$ cat src/rtl/coffee_vend_pkg.sv
// Shared types and constants for the coffee dispense back end.
// Latency: n/a (declarations only).
// Backpressure: n/a.
package coffee_vend_pkg;

  localparam int         AMT_W     = 6;      // change amount, rupees
  localparam int         STOCK_W   = 3;      // cup stock counter
  localparam int         COINS_W   = 4;      // up to floor(63/5) = 12 coins
  localparam int         COIN_VAL  = 5;      // rupees per change coin
  localparam logic [1:0] VEND_CODE = 2'b01;  // coffee code meaning "vend"

  typedef enum logic [2:0] {
    S_IDLE,
    S_CUP,
    S_BREW,
    S_POUR,
    S_CHANGE,
    S_DONE
  } state_t;

  // Whole coins owed; the sub-coin remainder is simply not paid out.
  function automatic logic [COINS_W-1:0] coin_count(input logic [AMT_W-1:0] amt);
    return COINS_W'(amt / AMT_W'(COIN_VAL));
  endfunction

endpackage

$ cat src/rtl/change_coin_gen.sv
// Change coin ejector: one change_coin pulse per slot of COIN_GAP cycles.
// Latency: first coin is driven the cycle after start; fin marks the last cycle.
// Backpressure: none; start must only be pulsed while idle.
//
// Ports:
//   clk, rst      clock and synchronous active-high reset
//   start         one-cycle pulse, loads coins
//   coins[3:0]    number of coins to eject (0 gives a single idle cycle)
//   change_coin   registered coin pulse
//   fin           high during the final cycle of the sequence
module change_coin_gen
  import coffee_vend_pkg::*;
#(
  parameter int COIN_GAP = 2
) (
  input  logic               clk,
  input  logic               rst,
  input  logic               start,
  input  logic [COINS_W-1:0] coins,
  output logic               change_coin,
  output logic               fin
);

  localparam int GAP_W = $clog2(COIN_GAP);

  logic               active;
  logic [COINS_W-1:0] rem;  // coins still to eject after the current slot
  logic [GAP_W-1:0]   gap;  // cycles left in the current slot after this one

  // Sequence ends once the last slot has run out; a zero-coin request
  // therefore finishes in its first cycle.
  assign fin = active && (rem == '0) && (gap == '0);

  always_ff @(posedge clk) begin
    if (rst) begin
      active      <= 1'b0;
      rem         <= '0;
      gap         <= '0;
      change_coin <= 1'b0;
    end else if (start) begin
      active <= 1'b1;
      if (coins != '0) begin
        change_coin <= 1'b1;
        rem         <= coins - COINS_W'(1);
        gap         <= GAP_W'(COIN_GAP - 1);
      end else begin
        change_coin <= 1'b0;
        rem         <= '0;
        gap         <= '0;
      end
    end else if (active) begin
      if (gap != '0) begin
        change_coin <= 1'b0;
        gap         <= gap - GAP_W'(1);
      end else if (rem != '0) begin
        change_coin <= 1'b1;
        rem         <= rem - COINS_W'(1);
        gap         <= GAP_W'(COIN_GAP - 1);
      end else begin
        change_coin <= 1'b0;
        active      <= 1'b0;
      end
    end else begin
      change_coin <= 1'b0;
    end
  end

endmodule

$ cat src/rtl/coffee_dispense_ctrl.sv
// Dispense sequencer: cup, brew, pour, optional change, with cup stock and a one-deep request queue.
// Latency: CUP_CYC+BREW_CYC+POUR_CYC(+max(1,coins*COIN_GAP) with change)+1 cycles from acceptance to done.
// Backpressure: none; one extra request is queued while busy, further ones pulse req_drop.
//
// Optional feature: define CHANGE_RETURN_EN to add the CHANGE state and coin ejector;
// without it POUR goes straight to DONE, change_coin is 0 and balance is ignored.
//
// Ports:
//   clk, rst                    clock, synchronous active-high reset
//   coffee[1:0], balance[5:0]   vend request (2'b01, edge detected) and change owed
//   cup_drop, brew_on, pour_on  registered actuators, never overlapping
//   change_coin                 one pulse per Rs5 coin
//   busy, done                  not idle / one-cycle completion pulse
//   reject, req_drop            refused for empty stock / lost to a full queue
//   stock[2:0], out_of_stock    cups remaining / stock == 0
module coffee_dispense_ctrl
  import coffee_vend_pkg::*;
#(
  parameter int CUP_CYC  = 4,
  parameter int BREW_CYC = 16,
  parameter int POUR_CYC = 8,
  parameter int COIN_GAP = 2,
  parameter int STOCK    = 7
) (
  input  logic               clk,
  input  logic               rst,
  input  logic [1:0]         coffee,
  input  logic [AMT_W-1:0]   balance,
  output logic               cup_drop,
  output logic               brew_on,
  output logic               pour_on,
  output logic               change_coin,
  output logic               busy,
  output logic               done,
  output logic               reject,
  output logic               req_drop,
  output logic [STOCK_W-1:0] stock,
  output logic               out_of_stock
);

  localparam int MAX_CYC = (CUP_CYC > BREW_CYC) ?
                           ((CUP_CYC > POUR_CYC) ? CUP_CYC : POUR_CYC) :
                           ((BREW_CYC > POUR_CYC) ? BREW_CYC : POUR_CYC);
  localparam int CNT_W   = $clog2(MAX_CYC + 1);

  state_t           state;
  logic [CNT_W-1:0] cnt;       // shared phase timer, counts down to 0
  logic [1:0]       coffee_q;
  logic             pend;
  logic             req;

  // A held vend level produces one request only.
  assign req          = (coffee == VEND_CODE) && (coffee_q != VEND_CODE);
  assign busy         = (state != S_IDLE);
  assign out_of_stock = (stock == '0);

`ifdef CHANGE_RETURN_EN
  logic [AMT_W-1:0] bal_q;
  logic [AMT_W-1:0] pend_bal;
  logic             coin_start;
  logic             coin_fin;

  // Load the ejector on the last POUR cycle so the first coin coincides
  // with the first CHANGE cycle.
  assign coin_start = (state == S_POUR) && (cnt == '0);

  change_coin_gen #(
    .COIN_GAP(COIN_GAP)
  ) u_change_coin_gen (
    .clk        (clk),
    .rst        (rst),
    .start      (coin_start),
    .coins      (coin_count(bal_q)),
    .change_coin(change_coin),
    .fin        (coin_fin)
  );
`else
  logic unused_balance;
  assign unused_balance = ^balance;
  assign change_coin    = 1'b0;
`endif

  always_ff @(posedge clk) begin
    if (rst) begin
      state    <= S_IDLE;
      cnt      <= '0;
      coffee_q <= 2'b00;
      pend     <= 1'b0;
      stock    <= STOCK_W'(STOCK);
      cup_drop <= 1'b0;
      brew_on  <= 1'b0;
      pour_on  <= 1'b0;
      done     <= 1'b0;
      reject   <= 1'b0;
      req_drop <= 1'b0;
`ifdef CHANGE_RETURN_EN
      bal_q    <= '0;
      pend_bal <= '0;
`endif
    end else begin
      coffee_q <= coffee;
      done     <= 1'b0;
      reject   <= 1'b0;
      req_drop <= 1'b0;

      // Requests while busy (DONE included) go to the one-deep queue.
      if (req && (state != S_IDLE)) begin
        if (!pend) begin
          pend <= 1'b1;
`ifdef CHANGE_RETURN_EN
          pend_bal <= balance;
`endif
        end else begin
          req_drop <= 1'b1;
        end
      end

      case (state)
        S_IDLE: begin
          if (req) begin
            if (stock != '0) begin
              stock    <= stock - STOCK_W'(1);
              state    <= S_CUP;
              cup_drop <= 1'b1;
              cnt      <= CNT_W'(CUP_CYC - 1);
`ifdef CHANGE_RETURN_EN
              bal_q    <= balance;
`endif
            end else begin
              reject <= 1'b1;
            end
          end
        end
        S_CUP: begin
          if (cnt == '0) begin
            cup_drop <= 1'b0;
            brew_on  <= 1'b1;
            cnt      <= CNT_W'(BREW_CYC - 1);
            state    <= S_BREW;
          end else begin
            cnt <= cnt - CNT_W'(1);
          end
        end
        S_BREW: begin
          if (cnt == '0) begin
            brew_on <= 1'b0;
            pour_on <= 1'b1;
            cnt     <= CNT_W'(POUR_CYC - 1);
            state   <= S_POUR;
          end else begin
            cnt <= cnt - CNT_W'(1);
          end
        end
        S_POUR: begin
          if (cnt == '0) begin
            pour_on <= 1'b0;
`ifdef CHANGE_RETURN_EN
            state   <= S_CHANGE;
`else
            state   <= S_DONE;
            done    <= 1'b1;
`endif
          end else begin
            cnt <= cnt - CNT_W'(1);
          end
        end
`ifdef CHANGE_RETURN_EN
        S_CHANGE: begin
          if (coin_fin) begin
            state <= S_DONE;
            done  <= 1'b1;
          end
        end
`endif
        S_DONE: begin
          // A queued request starts straight away, with no IDLE gap.
          if (pend && (stock != '0)) begin
            pend     <= 1'b0;
            stock    <= stock - STOCK_W'(1);
            state    <= S_CUP;
            cup_drop <= 1'b1;
            cnt      <= CNT_W'(CUP_CYC - 1);
`ifdef CHANGE_RETURN_EN
            bal_q    <= pend_bal;
`endif
          end else if (pend) begin
            pend   <= 1'b0;
            reject <= 1'b1;
            state  <= S_IDLE;
          end else begin
            state <= S_IDLE;
          end
        end
        default: state <= S_IDLE;
      endcase
    end
  end

endmodule

$ cat config.mk
export PLATFORM = sky130hd
export DESIGN_NAME = coffee_dispense_ctrl
export DESIGN_NICKNAME = d
export VERILOG_FILES = /design/src/rtl/coffee_vend_pkg.sv /design/src/rtl/change_coin_gen.sv /design/src/rtl/coffee_dispense_ctrl.sv
export SDC_FILE = /design/constraint.sdc
export NUM_CORES = 1
export LEC_CHECK = 0
export ABC_CLOCK_PERIOD_IN_PS = 2000
export BUFFER_PORTS_ARGS = -buffer_cell sky130_fd_sc_hd__buf_4
export CORE_MARGIN = 2
export CORE_UTILIZATION = 30
export CTS_CLUSTER_DIAMETER = 150
export CTS_CLUSTER_SIZE = 28
export DETAILED_ROUTE_END_ITERATION = 6
export GPL_ROUTABILITY_DRIVEN = 0
export GPL_TIMING_DRIVEN = 0
export MAX_ROUTING_LAYER = met4
export SKIP_CTS_REPAIR_TIMING = 1
export SYNTH_ARGS = -nofsm -noshare
export SYNTH_HDL_FRONTEND = slang
export SYNTH_SLANG_ARGS = --single-unit
$ cat constraint.sdc
create_clock -name clk -period 2 [get_ports clk]
set_clock_uncertainty 0.2 [all_clocks]
set_input_delay 0.1 -clock clk [delete_from_list [all_inputs] [get_ports clk]]
set_output_delay 0.1 -clock clk [all_outputs]
set_load 0.005 [all_outputs]
==> out/metrics.yaml, run 1 <==
clocking:
  cts.clk_slew.worst_paths_ns: 0.12
  clk_path_buf_depth: 2
  insertion_delay_ns: 0.30
  h-tree-depth: 1
  cts_tree: "done"
  root_buffer: "clkbuf_4"
  cts_made_buffers: 3
  clock-sinks: 20
yosys:
  synth-seq-area-share: 0.3917
  syn_area_sq_mm: 0.001022
  synth_compound_area_frac: 0.1628
  avgSynthCellArea_sq_um: 8.590
  synthesis.nets: 132
  synth-xor-area-share: 0.01714
  synth_top_family_by_area: "simple AND/OR/NAND/NOR gates"
  yosysUniqueCellTypes: 37
  yosysWarnings: 0
  synth_simple_gate_area_frac: 0.2913
  syn-instance-count: 119
  synth-adder-area-share: 0.03672
  synthMuxAreaShare: 0.03917
  ys_seq_elements: 20
grt:
  antenna_found_initial: 0
  grt_pass1_vias: 797
  grt_max_degree: 13
  grt_usage: 0.1232
  grt-ovfl-total: 0
  grt_pass1_wl_um: 3726
worst_setup_path:
  path_max_fanout: 5
  startpoint_type: "flip-flop"
  startpoint: "stock[0]$_SDFFE_PP1P_"
  required_ns: 2.00
  path_class: "reg -> reg"
  end_kind: "flip-flop"
  crit_arrival_ns: 1.87
  reg2reg_from: "stock[0]$_SDFFE_PP1P_"
pwr:
  seq_power_share: 0.355
  internal_power_mw: 0.9581
  power_density_mw_per_mm2: 1123
  p_total_mw: 1.458
  p_leak_nw: 0.5616
  ir_drop_mv: 0.5500
  p_clk_frac: 0.228
  p_comb_frac: 0.417
  power.switching_mw: 0.5002
  p_sw_frac: 0.3430
worst_hold_path:
  holdCritStartpoint: "cup_drop$_SDFFE_PP0P_"
  hold_path_class: "reg -> reg"
finish:
  drive_above_1_share: 0.2254
  area_growth_pct: 27.05
  antenna_cells: 0
  fin_nets: 156
  postLayoutCoreUtil: 0.3923
sta:
  setup_ws_ns: 0.1231
  fin_crit_ns: 1.877
  max_clock_freq_mhz: 532.8
  slew_violations: 0
  finalHoldViolCount: 0
  fin_crit_sh: 0.9385
  final-setup-viol-count: 0
  holdWs_ns: 0.2838
  setup_tns_ns: 0
  rsz0062_at_grt: "false"
die:
  dieArea_sq_mm: 0.003891
  io_pins: 22
  start_util: 0.3088
  rows: 21
  die_height_um: 62.38
  core_area_sq_mm: 0.003311
  die_w_um: 62.38
route:
  first_pass_iters: 4
  drc_errors: 0
  drtIter0Drc: 19
  routedWlPerCell_um: 11.77
  routed_via_density: 4.745
  final_antenna_net_count: 0
  vias: 892
  routed_wirelength_um: 2213
placement:
  dpl.hpwl_um: 1593
  dp_slack_ns: -0.02644
  port_buffers: 14
run_status:
  status: "finished, final reports clean"
run:
  cap_violations: 0
## Yosys cell counts (all sizes together)
cell type / n / area [sq um]
a2111oi: 1 / 8.760
a21oi: 8 / 40.04
a2bb2oi: 1 / 8.760
a31oi: 1 / 6.260
a32oi: 1 / 8.760
and2b: 1 / 7.510
and3: 1 / 6.260
buf: 3 / 17.52
clkbuf: 4 / 15.01
conb: 1 / 3.750
dfxtp: 20 / 400.4
ha: 3 / 37.54
inv: 7 / 26.28
mux2i: 4 / 40.04
nand2: 5 / 18.77
nand2b: 7 / 51.30
nand3: 5 / 25.02
nand4: 1 / 6.260
nor2: 7 / 26.28
nor2b: 5 / 31.28
nor3: 10 / 50.05
nor3b: 2 / 15.01
nor4b: 1 / 23.77
o21a: 3 / 22.52
o21ai: 5 / 25.02
o22ai: 1 / 6.260
o31a: 1 / 8.760
o31ai: 2 / 20.02
o41a: 1 / 11.26
or2: 1 / 6.260
or3: 4 / 30.03
xor2: 2 / 17.52
## cell usage in the layout (no fill, tap or decap), types with 2 or more instances in the layout
cell           instances
dfxtp_1               18
buf_4                 17
nor3_1                10
a21oi_1                8
nor2_1                 7
inv_1                  6
nand2b_1               6
nand2_1                5
nand3_1                5
nor2b_1                5
clkbuf_1               4
mux2i_1                4
o21ai_0                4
o21a_1                 3
ha_1                   3
clkbuf_4               3
dlygate4sd3_1          3
buf_2                  2
nor3b_1                2
or3_4                  2
or3_1                  2
xor2_1                 2
dfxtp_2                2
## worst paths after layout
kind / end / slack (ns) / cells after the start
min: cup_drop$_SDFFE_PP0P_ / 0.28 / 2
min reg2reg: cup_drop$_SDFFE_PP0P_ / 0.28 / 2
max reg2reg: cnt[4]$_SDFFE_PP0P_ / 0.12 / 7
max: cnt[4]$_SDFFE_PP0P_ / 0.12 / 7
## area by class of cell
| class | count | area (sq um) |
|---|---|---|
| tap | 46 | 57.56 |
| inverter | 7 | 26.28 |
| timing repair buffer | 19 | 150.1 |
| fill | 352 | 2012 |
| buffer | 7 | 32.53 |
| sequential | 20 | 402.9 |
| clock inverter | 1 | 30.03 |
| multi-input combinational | 85 | 576.8 |
| clock buffer | 3 | 22.52 |
## registers in the layout, summed over array words and instances, names as in the netlist
signal	cells
brew_on	1
cnt	5
coffee_q	2
cup_drop	1
done	1
pend	1
pour_on	1
reject	1
req_drop	1
state	3
stock	3
## worst max-delay path, stage by stage (launching register included)
cell	delay (ns)
dfxtp_2	0.36
inv_1	0.07
ha_1	0.21
nand2b_1	0.15
inv_2	0.08
o31a_1	0.32
o31ai_4	0.30
a21oi_1	0.09
## power by group through the flow
stage | Sequential (mW) | Combinational [mW] | Clock [mW]
floorplan | 0.516 | 0.418 | 0
global placement | 0.521 | 0.551 | 0
detailed placement | 0.523 | 0.562 | 0
CTS | 0.514 | 0.565 | 0.343
global route | 0.529 | 0.669 | 0.365
finish | 0.518 | 0.608 | 0.333
## per-layer routing
metal  share of wire  global-route usage
met2            0.47              0.1916
met4           0.011             0.02500
met1            0.47              0.1564
met5               0                   -
met3           0.042             0.04324
## per-stage QoR
step / cell area (sq um) / instances
final: 1299 / 188
after global routing: 1299 / 188
after CTS: 1237 / 183
after detailed placement: 1185 / 179
after global placement: 1185 / 179
after floorplan: 1022 / 119
## cells by family after synthesis
group | Yosys count
other | 1
XOR/XNOR | 2
AO/OA/AOI/OAI | 25
AND/OR/NAND/NOR | 50
adder cells (fa/ha/maj) | 3
multiplexers | 4
buffers and inverters | 14
flip-flops | 20
Power figures use the tool's default switching activity.
==> run 2: changes to the inputs <==
CORE_UTILIZATION = 51   (was 30)
PLACE_DENSITY = 0.75   (was not set)
==> run 2 against run 1 <==
  * Sequential cell count is the same
  * Register-to-register slack is essentially flat
  * Cell count shrank 11%
  * Global-route usage grew 7.2 points
  * Worst hold slack is essentially flat
  * Utilization grew 25 points
  * Total power shrank 9.9%
  * Highest routed layer unchanged
==> out/metrics.yaml, run 2 (synthesis results as in run 1) <==
placement:
  port_buffers: 14  # unchanged
  dpl.hpwl_um: 1512  # -5.1%
  dp_slack_ns: -0.02252  # +0.003917 ns
finish:
  n_fill_cell: 181  # -49%
  antenna_cells: 0  # unchanged
  drive_above_1_share: 0.2057  # -0.01968
  layout_common_cells: "18 x dfxtp_1, 17 x buf_4, 10 x nor3_1"
  largest_register: "cnt"
  layout_commonest_cell: "dfxtp_1"
  largest_reg_flops: 5  # unchanged
  area_growth_pct: 21.42
  fin_nets: 156  # unchanged
  largest_registers: "cnt (5), state (3), stock (3)"
clocking:
  cts.clk_slew.worst_paths_ns: 0.11  # about the same
  insertion_delay_ns: 0.30  # about the same
  root_buffer: "clkbuf_4"
  cts_made_buffers: 3  # unchanged
  clock-sinks: 20  # unchanged
  h-tree-depth: 1  # unchanged
  cts_tree: "done"
  clk_path_buf_depth: 2  # unchanged
worst_hold_path:
  holdCritStartpoint: "cup_drop$_SDFFE_PP0P_"
  hold_path_class: "reg -> reg"
die:
  rows: 16  # -24%
  dieArea_sq_mm: 0.002379  # -39%
  start_util: 0.5319  # +0.2231
  die_height_um: 48.77  # -22%
  core_area_sq_mm: 0.001922  # -42%
  io_pins: 22  # unchanged
  die_w_um: 48.77  # -22%
grt:
  grt-ovfl-total: 0  # unchanged
  grt_max_degree: 11  # -2
  grt_pass1_vias: 839  # +5.3%
  grt_pass1_wl_um: 3553  # -4.6%
  antenna_found_initial: 0  # unchanged
  grt_usage: 0.1957  # +0.07245
sta:
  slew_violations: 0  # unchanged
  fin_crit_ns: 1.876  # -0.001284 ns
  setup_ws_ns: 0.1243  # +0.001284 ns
  final-setup-viol-count: 0  # unchanged
  finalHoldViolCount: 0  # unchanged
  max_clock_freq_mhz: 533.1  # about the same
  fin_crit_sh: 0.9378  # about the same
  rsz0062_at_grt: "false"
route:
  routed_via_density: 5.524  # +16%
  drc_errors: 0  # unchanged
  routed_wirelength_um: 2098  # -5.2%
  vias: 928  # +4.0%
  first_pass_iters: 4  # unchanged
  routedWlPerCell_um: 12.49  # +6.1%
  final_antenna_net_count: 0  # unchanged
  drtIter0Drc: 25  # +6
worst_setup_path:
  required_ns: 1.98  # -0.02 ns
  crit_buf_inv: 2  # unchanged
  path_max_fanout: 5  # unchanged
  slowest_delay_ns: 0.37  # about the same
  critical-path-top-delay-family: "compound AO/OA/AOI/OAI gates"
  startpoint: "stock[1]$_SDFFE_PP1P_"
  startpoint_type: "flip-flop"
  crit_slowest_cell: "dfxtp_1"
  crit_arrival_ns: 1.85  # -0.02 ns
  path_cells: "inv_1 > ha_1 > nand2b_1 > inv_1 > o31a_1 > o31ai_4 > a21oi_1"
  end_kind: "flip-flop"
  path_class: "reg -> reg"
  cp_common_cell: "inv_1"
  reg2reg_from: "stock[1]$_SDFFE_PP1P_"
pwr:
  p_total_mw: 1.314  # -9.9%
  p_leak_nw: 0.5470  # -2.6%
  ir_drop_mv: 0.6658  # +21%
  power_density_mw_per_mm2: 1059  # -5.7%
run_status:
  status: "finished, final reports clean"
run:
  cap_violations: 0  # unchanged
## run 2: changes by cell type in the layout (fill, tap and decap cells not counted), sizes merged
cell	previous run	this run
bufinv	1	0
## run 2: routing by layer
metal  routed length (um)  track usage  vias up
met2                 1071       0.3196       20
met1                  916       0.2480      439
met3                   86      0.03681        4
met4                   23      0.05714        0
li1                     -            -      465
met5                    0            -        -
## run 2: where the power goes
part           leakage (nW)  total (mW)  internal [mW]  switching [mW]
combinational         0.370       0.607          0.289           0.317
clock                0.0138       0.191         0.0703           0.121
sequential            0.163       0.516          0.467          0.0490
total                 0.547        1.31          0.827           0.487
## run 2: through the flow
stage	cells	TNS (ns)	hold WS, ns	utilization	area [sq um]
CTS	163	-0.08033	-0.1700	0.6159	1184
floorplan	119	0	0.02818	-	1022
detailed placement	160	-0.04129	0.1452	0.6042	1161
finish	168	0	0.2834	0.6458	1241
global placement	160	0	0.1271	0.6042	1161
global route	168	0	0.3028	0.6458	1241
## run 2: worst paths after layout
check | endpoint | slack [ns] | cells past startpoint
hold / removal | cup_drop$_SDFFE_PP0P_ | 0.28 | 2
setup / recovery | cnt[4]$_SDFFE_PP0P_ | 0.12 | 7
setup reg to reg | cnt[4]$_SDFFE_PP0P_ | 0.12 | 7
hold reg to reg | cup_drop$_SDFFE_PP0P_ | 0.28 | 2
## run 2: worst min-delay path, cell delays in order (launching register included)
cell	delay, ns
dfxtp_1	0.32
o31ai_1	0.06
a21oi_1	0.06
## run 2: cell type report
cell class | count | area, sq um | share of cell area
Multi-Input combinational cell | 85 | 573.1 | 0.4617
Sequential cell | 20 | 402.9 | 0.3246
Timing Repair Buffer | 19 | 150.1 | 0.1210
Tap cell | 27 | 33.78 | 0.02722
Buffer | 7 | 32.53 | 0.02621
Inverter | 7 | 26.28 | 0.02117
Clock buffer | 3 | 22.52 | 0.01815
==> run 3: changes to the inputs <==
CORE_UTILIZATION = 41   (was 51)
PLACE_DENSITY = not set   (was 0.75)
==> run 3 against run 2 <==
  * Sequential power about the same
  * Via count is 2.5% lower
  * Register-to-register slack hardly changed
  * Critical path depth unchanged
  * Clock-buffer cell count did not move
  * Design area up 3.1%
  * Die area is 22% higher
  * Maximum frequency is essentially flat
  * Worst setup slack got worse by 0.0013 ns
  * Clock power about the same
  * Utilization decreased by 11 points
  * Critical path type unchanged
==> out/metrics.yaml, run 3 (synthesis results as in run 1) <==
run:
  cap_violations: 0  # unchanged
worst_setup_path:
  r2r_cells: 7  # unchanged
  end_kind: "flip-flop"
  path_max_fanout: 5  # unchanged
  r2r-end: "cnt[3]$_SDFFE_PP0P_"
  reg2reg_from: "stock[0]$_SDFFE_PP1P_"
  r2r_slack_ns: 0.12  # about the same
  startpoint_type: "flip-flop"
  path_class: "reg -> reg"
  crit_arrival_ns: 1.87  # +0.02 ns
  required_ns: 1.99  # about the same
die:
  start_util: 0.4242  # -0.1077
  io_pins: 22  # unchanged
  dieArea_sq_mm: 0.002908  # +22%
  rows: 18  # +2
  die_height_um: 53.93  # +11%
  core_area_sq_mm: 0.002410  # +25%
  die_w_um: 53.93  # +11%
grt:
  grt_max_degree: 11  # unchanged
  antenna_found_initial: 0  # unchanged
  grt_usage: 0.1718  # -0.02393
  grt-ovfl-total: 0  # unchanged
  grt_pass1_wl_um: 3443  # -3.1%
  grt_pass1_vias: 795  # -5.2%
sta:
  fin_crit_sh: 0.9385  # about the same
  final-setup-viol-count: 0  # unchanged
  tightestPinTransition_ns: 0.5120
  setup_tns_ns: 0  # unchanged
  slew_headroom: 0.6574
  finalHoldViolCount: 0  # unchanged
  slew_violations: 0  # unchanged
  fin_crit_ns: 1.877  # +0.001283 ns
  max_clock_freq_mhz: 532.8  # about the same
finish:
  stdcell_count: 175  # +4.2%
  layout_common_cells: "21 x buf_4, 19 x dfxtp_1, 10 x nor3_1"
  antenna_cells: 0  # unchanged
  seqCellArea_sq_um: 401.6  # -0.31%
  fin_nets: 160  # +2.6%
  layout_commonest_cell: "buf_4"
  multi_input_area_sq_um: 579.3  # +1.1%
  largest_reg_flops: 5  # unchanged
  final_area_sq_mm: 0.001280  # +3.1%
  largest_registers: "cnt (5), state (3), stock (3)"
  n_fill_cell: 243  # +34%
  drive_above_1_share: 0.2345  # +0.02881
  largest_register: "cnt"
  area_growth_pct: 25.21
placement:
  postPlaceCellArea_sq_mm: 0.001165  # +0.32%
  placed_cells: 163  # +1.9%
  dpl.hpwl_um: 1569  # +3.7%
  port_buffers: 14  # unchanged
worst_hold_path:
  holdCritStartpoint: "cup_drop$_SDFFE_PP0P_"
  hold_path_class: "reg -> reg"
  whs_endpoint: "cup_drop$_SDFFE_PP0P_"
  hold-path-cell-count: 2  # unchanged
pwr:
  ir_drop_mv: 0.7277  # +9.3%
  power_density_mw_per_mm2: 1091  # +3.1%
  p_leak_nw: 0.5689  # +4.0%
clocking:
  cts.clk_slew.worst_paths_ns: 0.11  # about the same
  insertion_delay_ns: 0.30  # about the same
  clk_path_buf_depth: 2  # unchanged
  cts_made_buffers: 3  # unchanged
  root_buffer: "clkbuf_4"
  h-tree-depth: 1  # unchanged
  clock-sinks: 20  # unchanged
  cts_tree: "done"
route:
  vias: 905  # -2.5%
  first_pass_iters: 4  # unchanged
  drtIter0Drc: 6  # -76%
  final_antenna_net_count: 0  # unchanged
  routed_wirelength_um: 2222  # +5.9%
  drc_errors: 0  # unchanged
  routed_via_density: 5.171  # -6.4%
  routedWlPerCell_um: 12.70  # +1.7%
run_status:
  status: "finished, final reports clean"
==> run 3: where the power goes <==
part / switching, mW / internal (mW) / total (mW)
registers: 0.0501 / 0.466 / 0.516
clock network: 0.122 / 0.0702 / 0.192
logic: 0.331 / 0.358 / 0.689
==> run 3: how the worst max path moves through the flow <==
stage,startpoint,endpoint,cells past startpoint
after floorplan,stock[0]$_SDFFE_PP1P_,cnt[3]$_SDFFE_PP0P_,7
after global placement,stock[0]$_SDFFE_PP1P_,cnt[3]$_SDFFE_PP0P_,7
after detailed placement,stock[0]$_SDFFE_PP1P_,cnt[3]$_SDFFE_PP0P_,7
after CTS,stock[0]$_SDFFE_PP1P_,cnt[3]$_SDFFE_PP0P_,7
after global routing,cnt[0]$_SDFFE_PP0P_,cup_drop$_SDFFE_PP0P_,7
final,stock[0]$_SDFFE_PP1P_,cnt[3]$_SDFFE_PP0P_,7
==> run 3: stage by stage <==
step                utilization  setup WS [ns]  power [mW]  hold slack (ns)
finish                   0.5312         0.1231       1.397           0.2907
global route             0.5312       -0.02249       1.516           0.3215
CTS                      0.4927       -0.05571       1.282          -0.1886
detailed placement       0.4834      -0.008236       1.086           0.1389
floorplan                     -         0.2075      0.9340          0.02818
global placement         0.4834        0.04898       1.067           0.1280
==> run 3: metal layers <==
layer	GRT usage	wire (um)	vias to the layer above
met2	0.2520	1039	16
li1	-	-	469
met4	0.1026	35	0
met3	0.02778	75	4
met1	0.2205	1072	416
met5	-	0	-
==> run 3: area by class of cell <==
type,instances,area share
sequential,20,0.3138
buffer,7,0.02542
tap,30,0.02933
inverter,7,0.02053
multi-input combinational,85,0.4526
clock buffer,3,0.01760
timing repair buffer,23,0.1408
==> run 3: critical path, stage by stage (launching register included) <==
cell,delay [ns]
dfxtp_2,0.35
inv_1,0.07
ha_1,0.20
nand2b_1,0.11
inv_1,0.11
o31a_1,0.35
o31ai_4,0.27
o21ai_1,0.11
